`src/rtl/axi_line_bridge.sv`:
```
// axi_line_bridge
//   Merges the cache-side request switch and the AXI master into one block.
//   NUM_RD_CH read requesters (icache/dcache/uncached) are round-robin
//   arbitrated onto a single AXI AR/R channel. One write requester (dcache
//   victim or uncached store) is served on AW/W/B. Each request is either a
//   full-line INCR burst or a single 32-bit word.
//   A read whose line matches an in-flight write is held back until that
//   write has completed.
//
// Ports
//   clk, reset         : clock, asynchronous active-high reset
//   rd_req_i/rd_single_i/rd_addr_i : per-channel read request, mode, address
//   rd_finish_o        : one-cycle pulse per channel when rd_data_o is valid
//   rd_data_o          : returned line (single reads land in word 0)
//   wr_req_i/wr_single_i/wr_addr_i/wr_wstrb_i/wr_data_i : write request
//   wr_rdy_o           : write request accepted on wr_req_i & wr_rdy_o
//   wr_finish_o        : one-cycle pulse after the B handshake
//   ar*/r*/aw*/w*/b*   : AXI master interface
module axi_line_bridge #(
  parameter int NUM_RD_CH  = 2,
  parameter int LINE_WORDS = 8,
  parameter int ID_WIDTH   = 4,
  parameter int WR_ID      = 1
) (
  input  logic                         clk,
  input  logic                         reset,
  input  logic [NUM_RD_CH-1:0]         rd_req_i,
  input  logic [NUM_RD_CH-1:0]         rd_single_i,
  input  logic [NUM_RD_CH*32-1:0]      rd_addr_i,
  output logic [NUM_RD_CH-1:0]         rd_finish_o,
  output logic [LINE_WORDS*32-1:0]     rd_data_o,
  input  logic                         wr_req_i,
  input  logic                         wr_single_i,
  input  logic [31:0]                  wr_addr_i,
  input  logic [3:0]                   wr_wstrb_i,
  input  logic [LINE_WORDS*32-1:0]     wr_data_i,
  output logic                         wr_rdy_o,
  output logic                         wr_finish_o,
  output logic [ID_WIDTH-1:0]          arid,
  output logic [31:0]                  araddr,
  output logic [7:0]                   arlen,
  output logic [2:0]                   arsize,
  output logic [1:0]                   arburst,
  output logic                         arvalid,
  input  logic                         arready,
  input  logic [ID_WIDTH-1:0]          rid,
  input  logic [31:0]                  rdata,
  input  logic [1:0]                   rresp,
  input  logic                         rlast,
  input  logic                         rvalid,
  output logic                         rready,
  output logic [ID_WIDTH-1:0]          awid,
  output logic [31:0]                  awaddr,
  output logic [7:0]                   awlen,
  output logic [2:0]                   awsize,
  output logic [1:0]                   awburst,
  output logic                         awvalid,
  input  logic                         awready,
  output logic [31:0]                  wdata,
  output logic [3:0]                   wstrb,
  output logic                         wlast,
  output logic                         wvalid,
  input  logic                         wready,
  input  logic [ID_WIDTH-1:0]          bid,
  input  logic [1:0]                   bresp,
  input  logic                         bvalid,
  output logic                         bready
);

  localparam int LB  = $clog2(LINE_WORDS * 4);
  localparam int CHW = (NUM_RD_CH > 1) ? $clog2(NUM_RD_CH) : 1;
  localparam int WW  = $clog2(LINE_WORDS);
  localparam int BW  = WW + 1;
  localparam logic [7:0] BURST_LEN = 8'(LINE_WORDS - 1);

  localparam logic [1:0] R_IDLE = 2'd0;
  localparam logic [1:0] R_AR   = 2'd1;
  localparam logic [1:0] R_DATA = 2'd2;
  localparam logic [1:0] R_DONE = 2'd3;

  localparam logic [1:0] W_IDLE = 2'd0;
  localparam logic [1:0] W_AW   = 2'd1;
  localparam logic [1:0] W_DATA = 2'd2;
  localparam logic [1:0] W_RESP = 2'd3;

  // read side state
  logic [1:0]                   rstate_q, rstate_d;
  logic [CHW-1:0]               rch_q, rch_d;
  logic [CHW-1:0]               last_q, last_d;
  logic [31:0]                  raddr_q, raddr_d;
  logic                         rsingle_q, rsingle_d;
  logic [BW-1:0]                beat_q, beat_d;
  logic [LINE_WORDS-1:0][31:0]  line_q, line_d;

  // write side state
  logic [1:0]                   wstate_q, wstate_d;
  logic [31:0]                  waddr_q, waddr_d;
  logic [LINE_WORDS-1:0][31:0]  wline_q, wline_d;
  logic [3:0]                   wstrb_q, wstrb_d;
  logic                         wsingle_q, wsingle_d;
  logic [WW-1:0]                wcnt_q, wcnt_d;
  logic                         wfin_q, wfin_d;
  logic                         rdy_en_q, rdy_en_d;

  logic [NUM_RD_CH-1:0]         blocked;
  logic [NUM_RD_CH-1:0]         avail;
  logic                         grant_vld;
  logic [CHW-1:0]               grant_ch;
  int                           rr_idx;
  logic [31:0]                  grant_addr;
  logic [7:0]                   wlen;

  // rid/rresp/bid/bresp carry nothing this master acts on
  logic unused_resp;
  assign unused_resp = ^{rid, rresp, bid, bresp};

  // A read is held while a write to the same line is in flight. The check
  // uses the write address latched at acceptance, so a read granted before
  // the write was accepted is never pulled back.
  always_comb begin
    blocked = '0;
    for (int k = 0; k < NUM_RD_CH; k++) begin
      blocked[k] = (wstate_q != W_IDLE) &&
                   (rd_addr_i[32*k+LB +: 32-LB] == waddr_q[31:LB]);
    end
  end

  assign avail = rd_req_i & ~blocked;

  // Round robin: search starts one past the last channel served. Blocked
  // channels are skipped so an unrelated read is not stuck behind them.
  always_comb begin
    grant_vld = 1'b0;
    grant_ch  = '0;
    rr_idx    = 0;
    for (int i = 0; i < NUM_RD_CH; i++) begin
      rr_idx = (int'(last_q) + 1 + i) % NUM_RD_CH;
      if (!grant_vld && avail[rr_idx[CHW-1:0]]) begin
        grant_vld = 1'b1;
        grant_ch  = rr_idx[CHW-1:0];
      end
    end
  end

  assign grant_addr = rd_addr_i[32*grant_ch +: 32];

  always_comb begin
    rstate_d  = rstate_q;
    rch_d     = rch_q;
    last_d    = last_q;
    raddr_d   = raddr_q;
    rsingle_d = rsingle_q;
    beat_d    = beat_q;
    line_d    = line_q;
    case (rstate_q)
      R_IDLE: begin
        if (grant_vld) begin
          rch_d     = grant_ch;
          rsingle_d = rd_single_i[grant_ch];
          raddr_d   = rd_single_i[grant_ch] ? grant_addr
                                            : {grant_addr[31:LB], {LB{1'b0}}};
          beat_d    = '0;
          rstate_d  = R_AR;
        end
      end
      R_AR: begin
        if (arready) rstate_d = R_DATA;
      end
      R_DATA: begin
        if (rvalid) begin
          // beats beyond one line are accepted but dropped
          if (beat_q < BW'(LINE_WORDS)) begin
            line_d[beat_q[WW-1:0]] = rdata;
            beat_d = beat_q + 1'b1;
          end
          if (rlast) rstate_d = R_DONE;
        end
      end
      default: begin
        last_d   = rch_q;
        rstate_d = R_IDLE;
      end
    endcase
  end

  assign wlen = wsingle_q ? 8'd0 : BURST_LEN;

  always_comb begin
    wstate_d  = wstate_q;
    waddr_d   = waddr_q;
    wline_d   = wline_q;
    wstrb_d   = wstrb_q;
    wsingle_d = wsingle_q;
    wcnt_d    = wcnt_q;
    wfin_d    = 1'b0;
    rdy_en_d  = 1'b1;
    case (wstate_q)
      W_IDLE: begin
        if (wr_req_i && rdy_en_q) begin
          waddr_d   = wr_addr_i;
          wline_d   = wr_data_i;
          wstrb_d   = wr_wstrb_i;
          wsingle_d = wr_single_i;
          wcnt_d    = '0;
          wstate_d  = W_AW;
        end
      end
      W_AW: begin
        if (awready) wstate_d = W_DATA;
      end
      W_DATA: begin
        if (wready) begin
          wcnt_d = wcnt_q + 1'b1;
          if (wlast) wstate_d = W_RESP;
        end
      end
      default: begin
        if (bvalid) begin
          wfin_d   = 1'b1;
          wstate_d = W_IDLE;
        end
      end
    endcase
  end

  always_ff @(posedge clk or posedge reset) begin
    if (reset) begin
      rstate_q  <= R_IDLE;
      rch_q     <= '0;
      last_q    <= '0;
      raddr_q   <= '0;
      rsingle_q <= 1'b0;
      beat_q    <= '0;
      line_q    <= '0;
      wstate_q  <= W_IDLE;
      waddr_q   <= '0;
      wline_q   <= '0;
      wstrb_q   <= '0;
      wsingle_q <= 1'b0;
      wcnt_q    <= '0;
      wfin_q    <= 1'b0;
      rdy_en_q  <= 1'b0;
    end else begin
      rstate_q  <= rstate_d;
      rch_q     <= rch_d;
      last_q    <= last_d;
      raddr_q   <= raddr_d;
      rsingle_q <= rsingle_d;
      beat_q    <= beat_d;
      line_q    <= line_d;
      wstate_q  <= wstate_d;
      waddr_q   <= waddr_d;
      wline_q   <= wline_d;
      wstrb_q   <= wstrb_d;
      wsingle_q <= wsingle_d;
      wcnt_q    <= wcnt_d;
      wfin_q    <= wfin_d;
      rdy_en_q  <= rdy_en_d;
    end
  end

  // AXI fields are zeroed outside their own phase so idle outputs are quiet
  assign arvalid = (rstate_q == R_AR);
  assign arid    = arvalid ? ID_WIDTH'(rch_q) : '0;
  assign araddr  = arvalid ? raddr_q : '0;
  assign arlen   = arvalid ? (rsingle_q ? 8'd0 : BURST_LEN) : 8'd0;
  assign arsize  = arvalid ? 3'b010 : 3'b000;
  assign arburst = arvalid ? 2'b01 : 2'b00;
  assign rready  = (rstate_q == R_DATA);

  assign rd_finish_o = (rstate_q == R_DONE) ? (NUM_RD_CH'(1) << rch_q) : '0;
  assign rd_data_o   = line_q;

  assign awvalid = (wstate_q == W_AW);
  assign awid    = awvalid ? ID_WIDTH'(WR_ID) : '0;
  assign awaddr  = !awvalid ? 32'd0 :
                   wsingle_q ? waddr_q : {waddr_q[31:LB], {LB{1'b0}}};
  assign awlen   = awvalid ? wlen : 8'd0;
  assign awsize  = awvalid ? 3'b010 : 3'b000;
  assign awburst = awvalid ? 2'b01 : 2'b00;

  assign wvalid = (wstate_q == W_DATA);
  assign wdata  = wvalid ? wline_q[wcnt_q] : 32'd0;
  assign wstrb  = !wvalid ? 4'h0 : (wsingle_q ? wstrb_q : 4'hF);
  assign wlast  = wvalid && (8'(wcnt_q) == wlen);
  assign bready = (wstate_q == W_RESP);

  assign wr_rdy_o    = rdy_en_q && (wstate_q == W_IDLE);
  assign wr_finish_o = wfin_q;

endmodule

```
`config.mk`:
```
export PLATFORM = sky130hd
export DESIGN_NAME = axi_line_bridge
export DESIGN_NICKNAME = d
export VERILOG_FILES = /design/src/rtl/axi_line_bridge.sv
export SDC_FILE = /design/constraint.sdc
export NUM_CORES = 1
export LEC_CHECK = 0
export BUFFER_PORTS_ARGS = -buffer_cell sky130_fd_sc_hd__buf_2
export CAP_MARGIN = 20
export CORE_AREA = 8 8 309 311
export CTS_CLUSTER_DIAMETER = 200
export DETAILED_ROUTE_END_ITERATION = 7
export DIE_AREA = 0 0 317 319
export PLACE_DENSITY = 0.58
export SLEW_MARGIN = 15
export SYNTH_ARGS = -nofsm -noshare
export SYNTH_HDL_FRONTEND = slang
export SYNTH_SLANG_ARGS = --single-unit
```
`constraint.sdc`:
```
create_clock -name clk -period 55.1 [get_ports clk]
set_clock_uncertainty 0.1 [all_clocks]
set_input_delay 5.51 -clock clk [delete_from_list [all_inputs] [get_ports clk]]
set_output_delay 5.51 -clock clk [all_outputs]
set_load 0.02 [all_outputs]
```
==> results of run 1 <==
-- critical path: cells and delay by family --
kind,cells,cell delay [ns]
muxes,1,0.42
and+or+nand+nor,1,0.60
buffers and inverters,4,2.87
-- metal layers --
metal  GRT usage [%]  share of wire (%)  vias to the layer above
met1            19.4                 39                     9064
li1                -                  -                     8031
met3            8.14                 12                      179
met4            6.60                3.2                       60
met5               0               0.42                        -
met2            26.6                 46                      763
-- synthesized netlist by cell type (all sizes together), types with 2 or more instances --
cell and number:
nor4 2, dfrtp 597, nand4 12, and3 10, mux2i 35, a32o 2
nor3b 3, xor2 6, xnor2 48, nor2b 39, conb 2, nor2 13
nand3 36, mux4 64, buf 66, a31oi 31, inv 24, a21oi 6
ha 10, a21boi 6, nand2 16, o21ai 31, mux2 553, o221ai 6
nor3 33, a21bo 3, clkbuf 78, or4 2, and2 59
-- report_power, final --
| part | internal [uW] | total (uW) | switching (uW) |
|---|---|---|---|
| Clock | 281 | 475 | 194 |
| Sequential | 624 | 741 | 117 |
| Combinational | 349 | 735 | 386 |
-- layout make-up --
cell class                 instances  area (um2)  share of cell area (%)
clock buffer                     100        2050                    6.05
antenna                           32        80.1                   0.237
inverter                          24        97.6                   0.289
timing repair buffer             808        4130                    12.2
multi-input combinational       1061       10700                    31.6
tap                             1186        1480                    4.39
sequential                       597       14900                    44.2
clock inverter                    23         333                   0.984
-- cell families after synthesis --
kind of cell               Yosys count  synth area share, %
adders and majority gates           10                0.476
DFF                                597                 56.8
other                                2               0.0286
buffers and inverters              168                 2.99
muxes                              652                 30.5
xor gates and xnor gates            54                 1.80
AOI/OAI and AO/OA                   92                 2.28
and+or+nand+nor                    230                 5.07
-- stage by stage --
step                      hold slack, ns  setup WS (ns)  std cells
after global routing               0.401          45.66       3816
after CTS                          0.382          45.91       3799
after detailed placement           0.369          45.22       3676
after global placement             0.362          45.18       3676
final                              0.380          45.93       3831
after floorplan                    0.371          32.78       1826
-- sequential cells by signal, indices dropped and copies added (netlist names), 2 cells and up --
signal     count
rd_data_o    256
wline_q      256
raddr_q       32
waddr_q       32
beat_q         4
wstrb_q        4
wcnt_q         3
rstate_q       2
wstate_q       2
-- final timing paths --
check,startpoint,endpoint,cells past startpoint
max,wr_req_i,wline_q[41],6
min in group asynchronous,reset,wline_q[189],2
max reg2reg,wstate_q[0],wline_q[41],9
min reg2reg,rd_data_o[212],rd_data_o[212],1
min,rd_data_o[212],rd_data_o[212],1
max in group asynchronous,reset,wcnt_q[0],5
==> flow_summary.toml, run 1 <==
[run_status]
outcome = "complete, no violations"

[timing]
maxSlewViolCount = 0
finalCritPeriodShare_pct = 16.6
rsz0062_at_grt = "no"
min_period_ns = 9.17
hold_viol = 0
max_freq_mhz = 109
slew_headroom_pct = 27.2
setup_viol = 0
tns_ns = 0
tightestPinTransition_ns = 1.09

[placement]
place_congestion = 0.814
port_buffers = 779
dpl_cell_area_um2 = 31400
hpwl_um = 65300

[pwr]
ir_worst_vdd_v = 0.0000327
p_leak_uw = 0.0163
power_uw = 1950
power-per-cell-area_nw_per_um2 = 57.7

[finish]
finalNetCount = 2987
layout_common_cells = "779 x buf_2, 594 x dfrtp_1, 545 x mux2_2, 71 x clkbuf_16, 64 x mux4_2"
drive_gt1_share_pct = 59.5
post-route-util_pct = 37.3
final_area_um2 = 33800
area_growth_syn_to_layout_pct = 28.7
n_fill_cell = 8843
mostFrequentLayoutCell = "buf_2"

[min_path]
hp-class = "reg -> reg"

[setup_path]
slowest_delay_ns = 0.95
worstPathRequired_ns = 55.50
critPathSlowestCell = "buf_4"
crit_path_end_kind = "flip-flop"
rrSetupSlack_ns = 49.88
startpoint_type = "input port"
cp_cell_sequence = "buf_2 -> nand2_4 -> buf_4 -> buf_4 -> buf_4 -> mux2_2"
critPathMaxFanout = 81
arrival_ns = 9.57
cp_common_cell = "buf_4"
path_class = "in -> reg"

[global_route]
grt_pass1_vias = 19200
grt_max_degree = 142
grt_pass1_wl_um = 128000
overflow = 0
grt_usage_pct = 16.8
grt_antenna_before_repair = 69

[detailed_routing]
wirelength_um = 87900
wl_per_cell_um = 23.0
vias = 18100
drc = 0
avgViaCountPerCell = 4.72
first_pass_iters = 7
drt_iter0_drc = 1091
antenna_left = 0

[clock_tree]
clockBufferDepth = 3
cts-htree-levels = 3
postCtsHoldBufs = 0
clock-sinks = 597
worstSkewPairLatency_ns = 0.64
root_buffer = "clkbuf_16"
cts.repair.resized = 0
path_clk_slew_ns = 0.06
post_cts_buffers = 0
cts_buffers = 71
cts_tree = "yes"

[synthesis]
syn_avg_cell_area_um2 = 14.6
synth_top_cell_area_share_pct = 56.8
post-synth-top-area-cell = "dfrtp_1"
synth_cells = 1805
yosysSeqAreaShare_pct = 56.8
ys_async_sr_fraction_pct = 100
ys_ff_latch = 597
synth.cell_area_um2 = 26300
yosys_warnings = 0
synth_cell_types = 49
synth_area_leaders = "dfrtp_1 57%, mux2_2 23%, mux4_2 5.5%"
synth_flop_cell = "dfrtp_1"
synth_edf_count = 0

[floorplan]
dieArea_um2 = 101000
initial_core_util_pct = 29.0
pin_count = 814
fp.coreArea_um2 = 90700
row_count = 111
die_x_um = 317
dieHeight_um = 319

[flow_run]
cap_violations = 0
Power figures use the tool's default switching activity.
==> inputs of run 2 (changes only) <==
--- a/config.mk
+++ b/config.mk
@@ -11,7 +11,7 @@
 export CTS_CLUSTER_DIAMETER = 200
 export DETAILED_ROUTE_END_ITERATION = 7
 export DIE_AREA = 0 0 317 319
-export PLACE_DENSITY = 0.58
+export PLACE_DENSITY = 0.6
 export SLEW_MARGIN = 15
 export SYNTH_ARGS = -nofsm -noshare
 export SYNTH_HDL_FRONTEND = slang
==> constraint.sdc (replaced) <==
create_clock -name clk -period 7.39 [get_ports clk]
set_clock_uncertainty 0.1 [all_clocks]
set_input_delay 0.739 -clock clk [delete_from_list [all_inputs] [get_ports clk]]
set_output_delay 0.739 -clock clk [all_outputs]
set_load 0.02 [all_outputs]
==> run 2 against run 1 <==
Against the previous run: worst hold slack worse by 0.18 ns; final cell count hardly changed; clock power grew to 7.3 times the previous value; sequential share of layout area hardly changed; via count is 0.30% higher; sequential cell count stayed put; count of clock-buffer cells in the layout is 7 higher; sequential power grew to 7.5 times the previous value; largest cell class unchanged.
==> flow_summary.toml, run 2 (synthesis gave the netlist of run 1 again) <==
[finish]
drive_gt1_share_pct = 59.2
stdcell_count = 3834
layout_common_cells = "779 x buf_2, 594 x dfrtp_1, 545 x mux2_2, 71 x clkbuf_16, 64 x mux4_2"
area_growth_syn_to_layout_pct = 28.5
finalNetCount = 2986
final_area_um2 = 33800
mostFrequentLayoutCell = "buf_2"

[detailed_routing]
wirelength_um = 90600
drc = 0
wl_per_cell_um = 23.6
first_pass_iters = 5
vias = 18200
avgViaCountPerCell = 4.73
drt_iter0_drc = 1229
antenna_left = 0

[floorplan]
initial_core_util_pct = 29.0
fp.coreArea_um2 = 90700
dieArea_um2 = 101000
row_count = 111
dieHeight_um = 319
pin_count = 814
die_x_um = 317

[timing]
slew_headroom_pct = 25.8
min_period_ns = 4.17
maxSlewViolCount = 0
hold_viol = 0
holdWs_ns = 0.200
setup_viol = 0
tightestPinTransition_ns = 1.11
max_freq_mhz = 240
finalCritPeriodShare_pct = 56.4
rsz0062_at_grt = "no"
fin_ws_ns = 3.22

[setup_path]
startpoint_type = "flip-flop"
critPathSlowestCell = "dfrtp_4"
path_class = "reg -> out"
crit_buf_inv = 2
rrSetupSlack_ns = 3.47
critPathMaxFanout = 42
crit_path_end_kind = "output pin"
cp_cell_sequence = "buf_4 -> mux4_2 -> mux2i_1 -> nor2b_1 -> buf_2"
cp_top_family = "buffers and inverters"
slowest_delay_ns = 0.78
r2r-end = "beat_q[0]"
worstPathRequired_ns = 6.55
arrival_ns = 3.33
rr_worst_depth = 7
reg2reg_from = "wstate_q[0]"

[pwr]
power-per-cell-area_nw_per_um2 = 430
ir_worst_vdd_v = 0.000230
p_leak_uw = 0.0163

[global_route]
grt_pass1_wl_um = 131000
grt_antenna_before_repair = 61
grt_usage_pct = 17.2
grt_pass1_vias = 19200
grt_max_degree = 173
overflow = 0

[clock_tree]
postCtsHoldBufs = 0
path_clk_slew_ns = 0.06
cts-htree-levels = 3
worstSkewPairLatency_ns = 0.63
cts.repair.resized = 0
clock-sinks = 597
clockBufferDepth = 3
cts_tree = "yes"
post_cts_buffers = 0
cts_buffers = 70
root_buffer = "clkbuf_16"

[placement]
dpl_cell_area_um2 = 31400
dp_slack_ns = 3.51
port_buffers = 779
place_congestion = 0.849
hpwl_um = 67900
placed_cells = 3675

[min_path]
hp-class = "in -> async"

[run_status]
outcome = "complete, no violations"

[flow_run]
cap_violations = 0
## run 2: worst max-delay path by stage
stage	from	endpoint	cells after the start
finish	wcnt_q[0]	wdata[29]	5
floorplan	reset	beat_q[0]	1
global route	wcnt_q[0]	wdata[29]	5
global placement	rd_addr_i[37]	beat_q[0]	7
CTS	wcnt_q[0]	wdata[29]	5
detailed placement	rd_addr_i[37]	beat_q[0]	7
## run 2: worst reg2reg max path, delay by kind of cell (launching register included)
family | cells | cell delay [ns]
AO/OA/AOI/OAI | 2 | 1.28
adder cells (fa/ha/maj) | 1 | 0.42
buffers and inverters | 1 | 0.08
flip-flops | 1 | 0.40
multiplexers | 1 | 0.39
AND/OR/NAND/NOR | 2 | 1.11
## run 2: final cells by class
class / instances / area [um2]
fill: 8849 / 56900
tap: 1186 / 1480
inverter: 24 / 93.8
multi-input combinational: 1061 / 10700
antenna: 31 / 77.6
clock inverter: 20 / 255
clock buffer: 107 / 2050
sequential: 597 / 14900
timing repair buffer: 808 / 4170
## run 2: layer usage
layer / up-vias / global-route usage (%) / part of all wire (%)
met3: 188 / 7.63 / 11
met2: 716 / 28.2 / 47
li1: 8017 / - / -
met5: - / 0 / 0.41
met4: 58 / 6.10 / 2.9
met1: 9173 / 19.9 / 38
## run 2: metrics by stage
| stage | TNS [ns] | util, % | power [uW] |
|---|---|---|---|
| final | 0 | 37.2 | 14500 |
| after floorplan | -949.39 | - | 9200 |
| after CTS | 0 | 37.1 | 14700 |
| after global placement | 0 | 34.6 | 11100 |
| after detailed placement | 0 | 34.6 | 11200 |
| after global routing | 0 | 37.2 | 15300 |
## run 2: power breakdown
part           internal (uW)  switching (uW)  leakage, uW
logic                   2600            2880      0.00776
clock network           2040            1420      0.00113
registers               4650             922      0.00741
